## src/rtl/pic_inta_sequencer.sv

```systemverilog
// 8259 interrupt-service sequencer: owns ISR and the rotating priority pointer,
// arbitrates pending requests, drives INT and runs the two-pulse INTA handshake.
module pic_inta_sequencer #(
  parameter int INTA_TIMEOUT   = 255,
  parameter int SPURIOUS_LEVEL = 7
) (
  input  logic       clk,
  input  logic       rst_n,
  input  logic       cfg_done,
  input  logic [7:0] irr,
  input  logic [7:0] imr,
  input  logic [4:0] vector_base,
  input  logic       aeoi,
  input  logic       auto_rotate,
  input  logic       eoi_valid,
  input  logic       eoi_specific,
  input  logic [2:0] eoi_level,
  input  logic       eoi_rotate,
  input  logic       inta_n,
  output logic       int_o,
  output logic [7:0] isr,
  output logic [7:0] irr_clear,
  output logic       vec_oe,
  output logic [7:0] vec,
  output logic [2:0] lowest_prio,
  output logic [1:0] ack_state
);

  typedef enum logic [1:0] {
    IDLE = 2'd0,
    ACK1 = 2'd1,
    GAP  = 2'd2,
    ACK2 = 2'd3
  } state_t;

  state_t     state;
  logic       inta_prev;
  logic [7:0] tmo_cnt;
  logic [2:0] level;
  logic       spurious;

  logic [7:0] pending;
  logic       pend_any;
  logic [2:0] win;
  logic [2:0] svc;
  logic       int_cond;
  logic       fall;
  logic       rise;
  logic       eoi_hit;
  logic [2:0] eoi_lvl;
  logic [7:0] eoi_mask;
  logic       ack_set;
  logic [7:0] set_mask;
  logic       aeoi_done;
  logic [7:0] aeoi_mask;
  logic [7:0] isr_next;
  logic [2:0] lp_next;

  // Highest-priority set bit of v: scan upward from the level just above lp.
  function automatic logic [2:0] top_level(input logic [7:0] v, input logic [2:0] lp);
    logic [2:0] lvl;
    logic       found;
    top_level = 3'd0;
    found     = 1'b0;
    for (int k = 1; k <= 8; k++) begin
      lvl = lp + 3'(k);
      if (v[lvl] && !found) begin
        top_level = lvl;
        found     = 1'b1;
      end
    end
  endfunction

  // Rank 0 is the highest priority under the current rotation.
  function automatic logic [2:0] rank(input logic [2:0] lvl, input logic [2:0] lp);
    rank = lvl - lp - 3'd1;
  endfunction

  // NOTE: combinational logic uses blocking '=' with a default for every output
  // first, so no path leaves a signal unassigned and no latch is inferred.
  always_comb begin
    pending   = irr & ~imr;
    pend_any  = |pending;
    win       = top_level(pending, lowest_prio);
    svc       = top_level(isr, lowest_prio);
    int_cond  = pend_any && ((isr == 8'd0) || (rank(win, lowest_prio) < rank(svc, lowest_prio)));

    fall      = inta_prev & ~inta_n;
    rise      = ~inta_prev & inta_n;

    eoi_hit   = eoi_valid && (eoi_specific || (isr != 8'd0));
    eoi_lvl   = eoi_specific ? eoi_level : svc;
    eoi_mask  = eoi_hit ? (8'b1 << eoi_lvl) : 8'd0;

    ack_set   = (state == IDLE) && fall && pend_any;
    set_mask  = ack_set ? (8'b1 << win) : 8'd0;

    aeoi_done = (state == ACK2) && rise && aeoi && !spurious;
    aeoi_mask = aeoi_done ? (8'b1 << level) : 8'd0;

    // Clears use the pre-set ISR; the set is applied last so it wins on overlap.
    isr_next  = (isr & ~eoi_mask & ~aeoi_mask) | set_mask;

    lp_next   = lowest_prio;
    if (eoi_hit && eoi_rotate) begin
      lp_next = eoi_lvl;
    end else if (aeoi_done && auto_rotate) begin
      lp_next = level;
    end
  end

  // NOTE: sequential state uses non-blocking '<=' only; reset is synchronous and
  // also taken while configuration is incomplete.
  always_ff @(posedge clk) begin
    if (!rst_n || !cfg_done) begin
      state       <= IDLE;
      inta_prev   <= 1'b1;
      tmo_cnt     <= 8'd0;
      level       <= 3'd0;
      spurious    <= 1'b0;
      int_o       <= 1'b0;
      isr         <= 8'd0;
      irr_clear   <= 8'd0;
      vec_oe      <= 1'b0;
      vec         <= 8'd0;
      lowest_prio <= 3'd7;
    end else begin
      inta_prev   <= inta_n;
      isr         <= isr_next;
      lowest_prio <= lp_next;
      irr_clear   <= set_mask;
      int_o       <= (state == IDLE) && !fall && int_cond;

      case (state)
        IDLE: begin
          tmo_cnt <= 8'd0;
          if (fall) begin
            state    <= ACK1;
            level    <= pend_any ? win : 3'(SPURIOUS_LEVEL);
            spurious <= !pend_any;
          end
        end
        default: begin
          if (state == ACK1 && rise) begin
            state   <= GAP;
            tmo_cnt <= 8'd0;
          end else if (state == GAP && fall) begin
            state   <= ACK2;
            tmo_cnt <= 8'd0;
            vec_oe  <= 1'b1;
            vec     <= {vector_base, level};
          end else if (state == ACK2 && rise) begin
            state   <= IDLE;
            tmo_cnt <= 8'd0;
            vec_oe  <= 1'b0;
          end else if (tmo_cnt == 8'(INTA_TIMEOUT - 1)) begin
            // Abandoned handshake: ISR keeps whatever the first INTA set.
            state   <= IDLE;
            tmo_cnt <= 8'd0;
            vec_oe  <= 1'b0;
          end else begin
            tmo_cnt <= tmo_cnt + 8'd1;
          end
        end
      endcase
    end
  end

  assign ack_state = state;

endmodule

```

## config.mk

```make
export PLATFORM = sky130hd
export DESIGN_NAME = pic_inta_sequencer
export DESIGN_NICKNAME = d
export VERILOG_FILES = /design/src/rtl/pic_inta_sequencer.sv
export SDC_FILE = /design/constraint.sdc
export NUM_CORES = 1
export LEC_CHECK = 0
export CORE_MARGIN = 3
export CORE_UTILIZATION = 40
export CTS_CLUSTER_DIAMETER = 80
export DETAILED_ROUTE_END_ITERATION = 16
export GPL_ROUTABILITY_DRIVEN = 0
export HOLD_SLACK_MARGIN = 0.08
export PLACE_DENSITY = 0.61
export RECOVER_POWER = 50
export SLEW_MARGIN = 10
export SYNTH_ARGS = -nofsm -noshare
export SYNTH_HDL_FRONTEND = slang
export SYNTH_SLANG_ARGS = --single-unit
```

## constraint.sdc

```tcl
create_clock -name clk -period 7.8 [get_ports clk]
set_clock_uncertainty 0.05 [all_clocks]
set_input_delay 2.34 -clock clk [delete_from_list [all_inputs] [get_ports clk]]
set_output_delay 2.34 -clock clk [all_outputs]
set_load 0.05 [all_outputs]
```

* After elaboration in Yosys (flattened, before gate mapping)
Index checks and enable logic that the tools add are counted.
Widths: inputs -> output; s select.
** Operators by class
- $add $sub $neg :: 12
- $lt $le $gt $ge :: 9
- Equal/unequal tests :: 5
- Shifts and indexed selects :: 3
- Multiplexer cells :: 78
- Bitwise logic cells :: 13
- Reduce and logical (&&, ||, !) cells :: 61
** Operators by type and width (number)
- $mux 3 :: 20
- $bmux 1 s3 :: 16
- $mux 1 :: 33
- $lt 3x4->1 const B :: 8
- $logic_and 1x1->1 :: 27
- $and 8x8->8 :: 3
- $mux 8 :: 3
- $not 8->8 :: 3
- $shl 1x3->8 const A :: 3
- $logic_not 1->1 :: 19
- $add 3x3->3 const B :: 4
- $mux 2 :: 6
- $add 8x1->8 const B :: 1
- $eq 8x8->1 const B :: 1
- $logic_not 8->1 :: 1
- $or 8x8->8 :: 1
- $reduce_bool 8->1 :: 1
- $reduce_or 8->1 :: 1
- $add 3x2->3 const B :: 2
- $reduce_and 3->1 :: 2
- $reduce_or 6->1 :: 1
- $sub 3x1->3 const B :: 2
- $sub 3x3->3 :: 2
- $reduce_bool 5->1 :: 1
- 12 further kinds :: 20
** Word-level totals
- Bits in registers :: 44
- Logic and storage cells :: 192

* Longest topological paths before layout
Gate-level depths: netlist (run 1).
- Depth after elaboration :: 32
- Mapped depth :: 20

* Worst setup path before layout (run 1)
Ideal clock, no wire load.
- Path type :: input-to-reg
- Start :: input port irr[7]
- End :: register int_o
- Arrival time :: 5.709 ns
- Setup slack :: 1.980 ns
- Stages on the path :: 15
- Path buffers :: 0
- Path through :: nor2b_1 mux4_2 mux2i_4 nand3_2 or4_4 a2bb2oi_4 ha_1 fa_1 or3_1 a21boi_0 a2111oi_0 ha_1 nor2b_1 o21ai_0 and4_1
** On the way
- Word-level cells in the longest chain between the ends :: 31
- Elaborated cells between the ends (all ways) :: 53
- Classes of those cells :: add/sub (2); order compare (1); mux (31); bitwise (1); reduce/logical (18)
** RTL lines
- start, declared :: RTL line 10 : input logic [7:0] irr,
- $and 8x8->8 (*) :: RTL line 82 : pending = irr & ~imr;
- $bmux 1 s3 :: RTL line 67 : if (v[lvl] && !found) begin
- $mux 1 (not written as such) :: RTL line 67
- $mux 1 :: RTL line 67
- $logic_not 1->1 :: RTL line 67
- $logic_and 1x1->1 :: RTL line 67
- $mux 1 :: RTL line 67
- $logic_not 1->1 :: RTL line 67
- [... 15 more ...]
- $logic_and 1x1->1 :: RTL line 67
- $mux 3 :: RTL line 67
- $sub 3x3->3 :: RTL line 76 : rank = lvl - lp - 3'd1;
- $sub 3x1->3 :: RTL line 76
- $lt 3x3->1 :: RTL line 86 : int_cond = pend_any && ((isr == 8'd0) || (rank(win, lowest_prio) < rank(svc, lowest_prio)));
- $logic_or 1x1->1 :: RTL line 86
- $logic_and 1x1->1 (*) :: RTL line 86
- $logic_and 1x1->1 (*) :: RTL line 132 : int_o <= (state == IDLE) && !fall && int_cond;
- end signal, assigned :: RTL line 132
- end, declared :: RTL line 20 : output logic int_o,
Every way passes the cells marked *; elsewhere a longest branch is shown, timed or not. The select of a mux whose other input is x is not followed.
A chain may end at the register's enable or synchronous reset.

* Worst setup path after layout (run 1)
- Start :: input port imr[5]
- End :: register int_o
** On the way
- Word-level cells in the longest chain between the ends :: 32
- Elaborated cells between the ends (all ways) :: 54
- Classes of those cells :: add/sub (2); order compare (1); mux (31); bitwise (2); reduce/logical (18)
** RTL lines
- start, declared :: RTL line 11 : input logic [7:0] imr,
- $not 8->8 (*) :: RTL line 82
- $and 8x8->8 (*) :: RTL line 82
- $bmux 1 s3 :: RTL line 67
- $mux 1 (not written as such) :: RTL line 67
- $mux 1 :: RTL line 67
- $logic_not 1->1 :: RTL line 67
- $logic_and 1x1->1 :: RTL line 67
- $mux 1 :: RTL line 67
- [... 16 more ...]
- $logic_and 1x1->1 :: RTL line 67
- $mux 3 :: RTL line 67
- $sub 3x3->3 :: RTL line 76
- $sub 3x1->3 :: RTL line 76
- $lt 3x3->1 :: RTL line 86
- $logic_or 1x1->1 :: RTL line 86
- $logic_and 1x1->1 (*) :: RTL line 86
- $logic_and 1x1->1 (*) :: RTL line 132
Marked as above.

==> impl_metrics.toml, run 1 <==
[worst_hold_path]
min_path_cells = 2
hold_end = "vec[4]"
hold_class = "register to register"
hp-start = "vec[4]"

[pwr]
p_leak_nw = 1.931
vdd_ir_drop_max_uv = 106.9
pwr-share-comb = 0.316
p_clk_frac = 0.303
intPower_uw = 425.9
switchingPower_uw = 192.8
power_density_mw_per_mm2 = 122.4
p_sw_frac = 0.3117
power_uw = 618.7
p_seq_frac = 0.381

[cts]
insertion_delay_ps = 290
clock_path_buffers = 2
clockRootBuffer = "clkbuf_8"
clk_pin_slew_worst_paths_ps = 80
cts_htree_levels = 2
cts_made_buffers = 5
hold_buffers = 0
cts_sinks = 44
cts_resized = 0
cts_tree = "built"
post_cts_buffers = 0

[layout]
layout_common_cells = "49 x nand2_1, 42 x dfxtp_1, 39 x clkdlybuf4s50_1"
fin_nets = 562
drive_gt1_frac = 0.1481
final_common_cell = "nand2_1"
syn_to_final_growth_pct = 19.24
diodes = 0
final_cells = 653

[synthesis]
synth-seq-cells = 44
synth_warnings = 0
seq_area_frac_synth = 0.2077
async_flop_share = 0
syn_avg_cell_area_um2 = 8.965
synth_edf_count = 0
yosysUniqueCellTypes = 83
syn-num-nets = 516
syn_area_mm2 = 0.004240
synth_ff_type = "dfxtp_1"
synth_cells = 473

[detailed_routing]
vias = 4011
drt_pass1_iterations = 5
viasPerCell = 6.142
routed_wl_mm = 11.99
routedWlPerCell_um = 18.36
drc = 0
first_iter_violations = 327
ant_nets = 0

[floorplanning]
coreArea_mm2 = 0.01004
die_y_um = 109.0
fp-row-count = 36
initial_core_util = 0.4221
die_area_mm2 = 0.01187
ios = 64
chipWidth_um = 109.0

[setup_path]
critPathArrivalTime_ps = 6610
path_class = "input pin to register"
end_kind = "register"
cp-start-kind = "input pin"
r2r_end = "int_o"
path_max_fanout = 10
cp.required_ps = 7980
reg2reg_depth = 18
rrSetupSlack_ps = 1920
rr_startpoint = "lowest_prio[0]"

[grt]
grt-ovfl-total = 0
antenna_found_initial = 0
grt_usage = 0.2077
grt_max_degree = 40
grt_pass1_wl_mm = 19.91
grt_pass1_vias = 3934

[timing]
finalHoldViolations = 0
clock.fmax_ghz = 0.1556
fin_crit_sh = 0.8238
slew_headroom = 0.3560
rsz0062_at_grt = "false"
slew_violations = 0
fin_crit_ps = 6426
tightest_slew_ps = 964.0
tns_ps = 0
setup_viol_count_final = 0

[job]
maxCapViolations = 0

[placed_design]
io_buffers = 63
dp_cells = 645
hpwl_mm = 9.024

[outcome]
status = "finished clean"
[final cells by class]
cell class              count  area (µm²)
inverters                  14       52.55
repair buffers             68       668.1
multi-input cells         386        3159
clock buffers               7       96.34
clock inverters             1       30.03
flip-flops and latches     44       883.3
fillers                   945        4989
well taps                 133       166.4
[metal layers]
metal  part of all wire  track usage  wire length [µm]  up-vias
li1                   -            -                 -     1889
met1               0.45       0.2873              5359     1946
met2               0.47       0.3368              5632      158
met3              0.068      0.03493               814       18
met4              0.015      0.05410               181        0
met5                  0            0                 0        -
[synth_stat cells (3+ instances only)]
master	count	area share
a21oi_1	26	0.031
a22oi_1	3	0.0053
and2_1	3	0.0044
and3_1	5	0.0074
and3b_1	3	0.0062
buf_2	10	0.012
buf_4	3	0.0053
clkbuf_1	13	0.012
dfxtp_1	44	0.21
ha_1	8	0.024
inv_1	10	0.0089
inv_2	3	0.0027
mux2_2	9	0.024
mux2i_1	28	0.066
mux2i_4	3	0.016
mux4_2	29	0.15
nand2_1	49	0.043
nand2b_1	15	0.022
nand3_1	21	0.025
nand4_1	5	0.0074
nor2_1	35	0.031
nor2b_1	15	0.022
nor3_1	12	0.014
nor3b_1	5	0.0089
nor4_1	4	0.0059
o211ai_1	4	0.0071
o21ai_0	16	0.019
o22ai_1	6	0.0089
o311ai_0	5	0.010
o31a_1	3	0.0062
o32ai_1	3	0.0062
xnor2_1	4	0.0083
xor2_1	6	0.012
[power by group through the flow]
stage                     Sequential (mW)  Combinational, mW  Clock [mW]
after floorplan                     0.247              0.130           0
after global placement              0.241              0.192           0
after detailed placement            0.241              0.194           0
after CTS                           0.236              0.195       0.191
after global routing                0.237              0.214       0.201
final                               0.236              0.196       0.187
[stage by stage]
stage / setup WS [ps] / hold WS (ps) / instance area [µm²] / util
floorplan: 1980 / 379.7 / 4240 / -
global placement: 1234 / 392.9 / 4930 / 0.4908
detailed placement: 1127 / 400.7 / 4930 / 0.4908
CTS: 1408 / 412.3 / 5056 / 0.5034
global route: 1020 / 425.1 / 5056 / 0.5034
finish: 1374 / 405.3 / 5056 / 0.5034
[worst max path at each step]
stage                start  endpoint  slack (ps)  cells past startpoint
global placement    imr[5]     int_o        1230                     16
floorplan           irr[7]     int_o        1980                     15
global route        irr[7]     int_o        1020                     16
CTS                 irr[6]     int_o        1410                     16
detailed placement  irr[7]     int_o        1130                     16
finish              imr[5]     int_o        1370                     16
[flip-flops by register name, summed over array words and instances, names as in the netlist]
signal / count
spurious: 1
vec: 8
lowest_prio: 3
irr_clear: 8
tmo_cnt: 8
int_o: 1
inta_prev: 1
vec_oe: 1
isr: 8
ack_state: 2
level: 3
[logic make-up after synthesis]
kind of cell               after synthesis  share of synthesized area
adders and majority gates               10                    0.03305
DFF                                     44                     0.2077
buffers and inverters                   43                    0.04721
muxes                                   70                     0.2626
AOI/OAI and AO/OA                      102                     0.1771
xor gates and xnor gates                13                    0.03482
and+or+nand+nor                        191                     0.2375
[critical path: stages]
cell and delay, ps:
clkdlybuf4s50_1 470, nand2b_1 230, mux4_2 310, mux2i_1 160, or3_4 420, or4_4 540
a2bb2oi_4 330, ha_1 240, fa_1 250, or3_1 130, a21boi_0 80, a2111oi_0 320
ha_1 290, nor2b_1 120, o21ai_0 160, and4_1 210
(Power assumes the default switching activity.)
==> run 2: changes to the inputs <==
- PLACE_DENSITY: 0.61 -> 0.63
- clock period: 7.8 -> 5.8 ns (I/O delays scaled with it)
==> impl_metrics.toml, run 2 (synthesis gave the netlist of run 1 again) <==
[floorplanning]
fp-row-count = 36
coreArea_mm2 = 0.01004
initial_core_util = 0.4221
die_area_mm2 = 0.01187
die_y_um = 109.0
chipWidth_um = 109.0
ios = 64

[cts]
cts_tree = "built"
insertion_delay_ps = 290
hold_buffers = 0
clockRootBuffer = "clkbuf_8"
cts_made_buffers = 5
post_cts_buffers = 0
cts_htree_levels = 2
cts_sinks = 44
clk_pin_slew_worst_paths_ps = 80
clock_path_buffers = 2

[setup_path]
critPathArrivalTime_ps = 5720
cp-start-kind = "input pin"
path_class = "input pin to register"
reg2reg_depth = 17
end_kind = "register"
cp.required_ps = 5980
path_max_fanout = 5

[layout]
multi_input_area_mm2 = 0.003178
syn_to_final_growth_pct = 21.01
layout_common_cells = "49 x nand2_1, 43 x clkdlybuf4s50_1, 42 x dfxtp_1"
final_cells = 666
diodes = 0
post-route-util = 0.5108
seq_area_um2 = 883.3
final_common_cell = "nand2_1"
fillCellCount = 943
fin_nets = 575
drive_gt1_frac = 0.1726

[timing]
slew_violations = 0
whs_ps = 405.2
tightest_slew_ps = 926.3
setup_viol_count_final = 0
fin_crit_ps = 5535
fin_crit_sh = 0.9543
clock.fmax_ghz = 0.1807
slew_headroom = 0.3811
timing.final.ws_setup_ps = 265.1
rsz0062_at_grt = "false"
finalHoldViolations = 0

[detailed_routing]
viasPerCell = 6.138
first_iter_violations = 277
vias = 4088
drc = 0
drt_pass1_iterations = 5
routed_wl_mm = 12.36
ant_nets = 0
routedWlPerCell_um = 18.56

[placed_design]
hpwl_mm = 9.316
post-place-ws_ps = -32.33
dp_cells = 658
io_buffers = 63

[grt]
grt_pass1_vias = 3851
grt-ovfl-total = 0
antenna_found_initial = 0
grt_usage = 0.2125
grt_max_degree = 32
grt_pass1_wl_mm = 20.02

[worst_hold_path]
min_path_cells = 2
hold_class = "register to register"

[pwr]
pwr-share-comb = 0.353
p_leak_nw = 1.959
vdd_ir_drop_max_uv = 121.7
switchingPower_uw = 267.5
p_clk_frac = 0.238
p_seq_frac = 0.409
intPower_uw = 518.0
p_sw_frac = 0.3406
power_density_mw_per_mm2 = 153.1

[outcome]
status = "finished clean"

[job]
maxCapViolations = 0
==> run 2: stage by stage <==
stage	setup TNS (ps)	total power, mW	cell area, µm²
finish	0	0.7855	5131
floorplan	0	0.5070	4240
CTS	0	0.7852	5112
global placement	0	0.5955	5027
global route	0	0.8267	5131
detailed placement	-32.33	0.5989	5027
==> run 2: what timing repair did <==
action / 4_1_cts / 5_1_grt
hold endpoints to repair: 0 / 0
resized for setup: 0 / 6
setup endpoints to repair: 0 / 1
==> run 2: worst max-delay path, cell delays in order <==
cell and delay, ps:
clkdlybuf4s50_1 420, nand2b_1 200, mux4_2 490, mux2i_1 150, buf_4 160, mux2i_1 190
o21ai_1 90, a221o_2 410, fa_1 450, or3_1 370, a21boi_1 160, a2111oi_2 60
ha_1 300, nor2b_1 130, o21ai_0 190, and4_1 210
==> run 2: worst paths after layout <==
check	endpoint	from	slack, ps
hold reg to reg	vec[3]	vec[3]	410
setup reg to reg	int_o	lowest_prio[0]	660
hold / removal	vec[3]	vec[3]	410
setup / recovery	int_o	imr[0]	270
==> run 2: per-layer routing <==
layer / part of all wire / global-route usage
met4: 0.011 / 0.03787
met3: 0.056 / 0.03197
met2: 0.47 / 0.3443
met5: 0 / 0
met1: 0.46 / 0.3038
==> run 2: final cells by class <==
type                       count  area share
multi-input combinational    386      0.6194
sequential                    44      0.1722
timing repair buffer          81      0.1492
tap                          133     0.03243
clock buffer                   7     0.01487
inverter                      14     0.01024
clock inverter                 1    0.001707
==> run 2: power by group through the flow <==
stage / sequential [mW] / clock, mW / combinational (mW)
2_1_floorplan: 0.333 / 0 / 0.174
3_3_place_gp: 0.328 / 0 / 0.267
3_5_place_dp: 0.328 / 0 / 0.271
4_1_cts: 0.321 / 0.192 / 0.272
5_1_grt: 0.323 / 0.204 / 0.300
6_report: 0.321 / 0.187 / 0.277
==> run 3: changes to the inputs <==
--- a/config.mk
+++ b/config.mk
@@ -7,2 +7,3 @@
 export LEC_CHECK = 0
+export ABC_CLOCK_PERIOD_IN_PS = 5800
 export CORE_MARGIN = 3
==> constraint.sdc (replaced) <==
create_clock -name clk -period 5.8 [get_ports clk]
set_clock_uncertainty 0.05 [all_clocks]
set_input_delay 1.16 -clock clk [delete_from_list [all_inputs] [get_ports clk]]
set_output_delay 1.16 -clock clk [all_outputs]
set_load 0.05 [all_outputs]
==> impl_metrics.toml, run 3 (synthesis gave the netlist of run 1 again) <==
[cts]
cts_htree_levels = 2
post_cts_buffers = 0
cts_made_buffers = 5
cts_resized = 0
insertion_delay_ps = 300
clock_path_buffers = 2
clk_pin_slew_worst_paths_ps = 80
hold_buffers = 0
clockRootBuffer = "clkbuf_8"
cts_tree = "built"
cts_sinks = 44

[layout]
syn_to_final_growth_pct = 19.47
drive_gt1_frac = 0.1513
fillCellCount = 955
layout_common_cells = "49 x nand2_1, 42 x dfxtp_1, 41 x clkdlybuf4s50_1"
fin_nets = 564
fin_area_mm2 = 0.005066
diodes = 0
final_common_cell = "nand2_1"

[floorplanning]
ios = 64
chipWidth_um = 109.0
coreArea_mm2 = 0.01004
initial_core_util = 0.4221
fp-row-count = 36
die_y_um = 109.0
die_area_mm2 = 0.01187

[detailed_routing]
vias = 3994
viasPerCell = 6.098
first_iter_violations = 401
routed_wl_mm = 12.28
routedWlPerCell_um = 18.75
drc = 0
ant_nets = 0
drt_pass1_iterations = 5

[timing]
clock.fmax_ghz = 0.1950
tightest_slew_ps = 937.7
whs_ps = 409.4
fin_crit_sh = 0.8841
slew_violations = 0
slew_headroom = 0.3735
timing.final.ws_setup_ps = 671.9
rsz0062_at_grt = "false"
finalHoldViolations = 0
fin_crit_ps = 5128
tns_ps = 0
setup_viol_count_final = 0

[placed_design]
io_buffers = 63
post-place-ws_ps = 449.6
hpwl_mm = 9.302
placed_area_mm2 = 0.004945

[pwr]
power_density_mw_per_mm2 = 164.1
vdd_ir_drop_max_uv = 149.2
p_leak_nw = 1.932

[grt]
grt-ovfl-total = 0
antenna_found_initial = 0
grt_pass1_wl_mm = 20.24
grt_usage = 0.2127
grt_max_degree = 32
grt_pass1_vias = 3883

[outcome]
status = "finished clean"

[setup_path]
path_max_fanout = 6
rr_startpoint = "lowest_prio[1]"
path_class = "input pin to register"
critPathLaunch = "imr[3]"
cp.required_ps = 5990
cp-start-kind = "input pin"
end_kind = "register"
critPathArrivalTime_ps = 5320

[worst_hold_path]
hp-start = "vec[3]"
hold_class = "register to register"

[job]
maxCapViolations = 0
==> run 3: cell count changes in the layout (fill, tap and decap cells not counted), moves of 2 or more <==
cell / before / now
buf_4: 18 / 7
clkbuf_1: 2 / 0
clkdlybuf4s50_1: 43 / 41
dlygate4sd3_1: 20 / 22
mux2i_1: 26 / 28
mux2i_2: 2 / 0
==> run 3: stage by stage <==
stage / instances / power, mW / utilization
2_1_floorplan: 473 / 0.5070 / -
3_3_place_gp: 647 / 0.5843 / 0.4923
3_5_place_dp: 647 / 0.5876 / 0.4923
4_1_cts: 655 / 0.8350 / 0.5044
5_1_grt: 655 / 0.8770 / 0.5044
6_report: 655 / 0.8315 / 0.5044
==> run 3: layout make-up <==
class	count	area (µm²)	share of cell area
Multi-Input combinational cell	386	3159	0.6236
Sequential cell	44	883.3	0.1744
Timing Repair Buffer	70	683.2	0.1348
Tap cell	133	166.4	0.03285
Clock buffer	6	82.58	0.01630
Inverter	14	52.55	0.01037
Clock inverter	2	38.79	0.007656
==> run 3: critical path: stages <==
cell             delay, ps
clkdlybuf4s50_1        410
nand2b_1               220
mux4_2                 530
mux2i_1                400
mux2i_1                250
o21ai_1                 90
a221o_2                460
fa_1                   450
or3_1                  360
a21boi_0               150
a2111oi_0               80
ha_1                   300
nor2b_1                130
o21ai_0                140
and4_1                 200
==> run 3: final timing paths <==
kind | end | slack, ps | cells past startpoint
min | vec[3] | 410 | 2
min reg2reg | vec[3] | 410 | 2
max | int_o | 670 | 15
max reg2reg | int_o | 980 | 17
==> run 3: routing by layer <==
layer	track usage	routed length, µm	vias to the layer above
met3	0.03908	898	14
met4	0.05230	120	0
met2	0.3461	5922	134
met5	0	0	-
met1	0.2922	5337	1952
li1	-	-	1894
==> run 3: power by group <==
group	internal [mW]	leakage, nW	switching [mW]
logic	0.115	1.52	0.148
clock network	0.141	0.0614	0.107
registers	0.307	0.355	0.0125
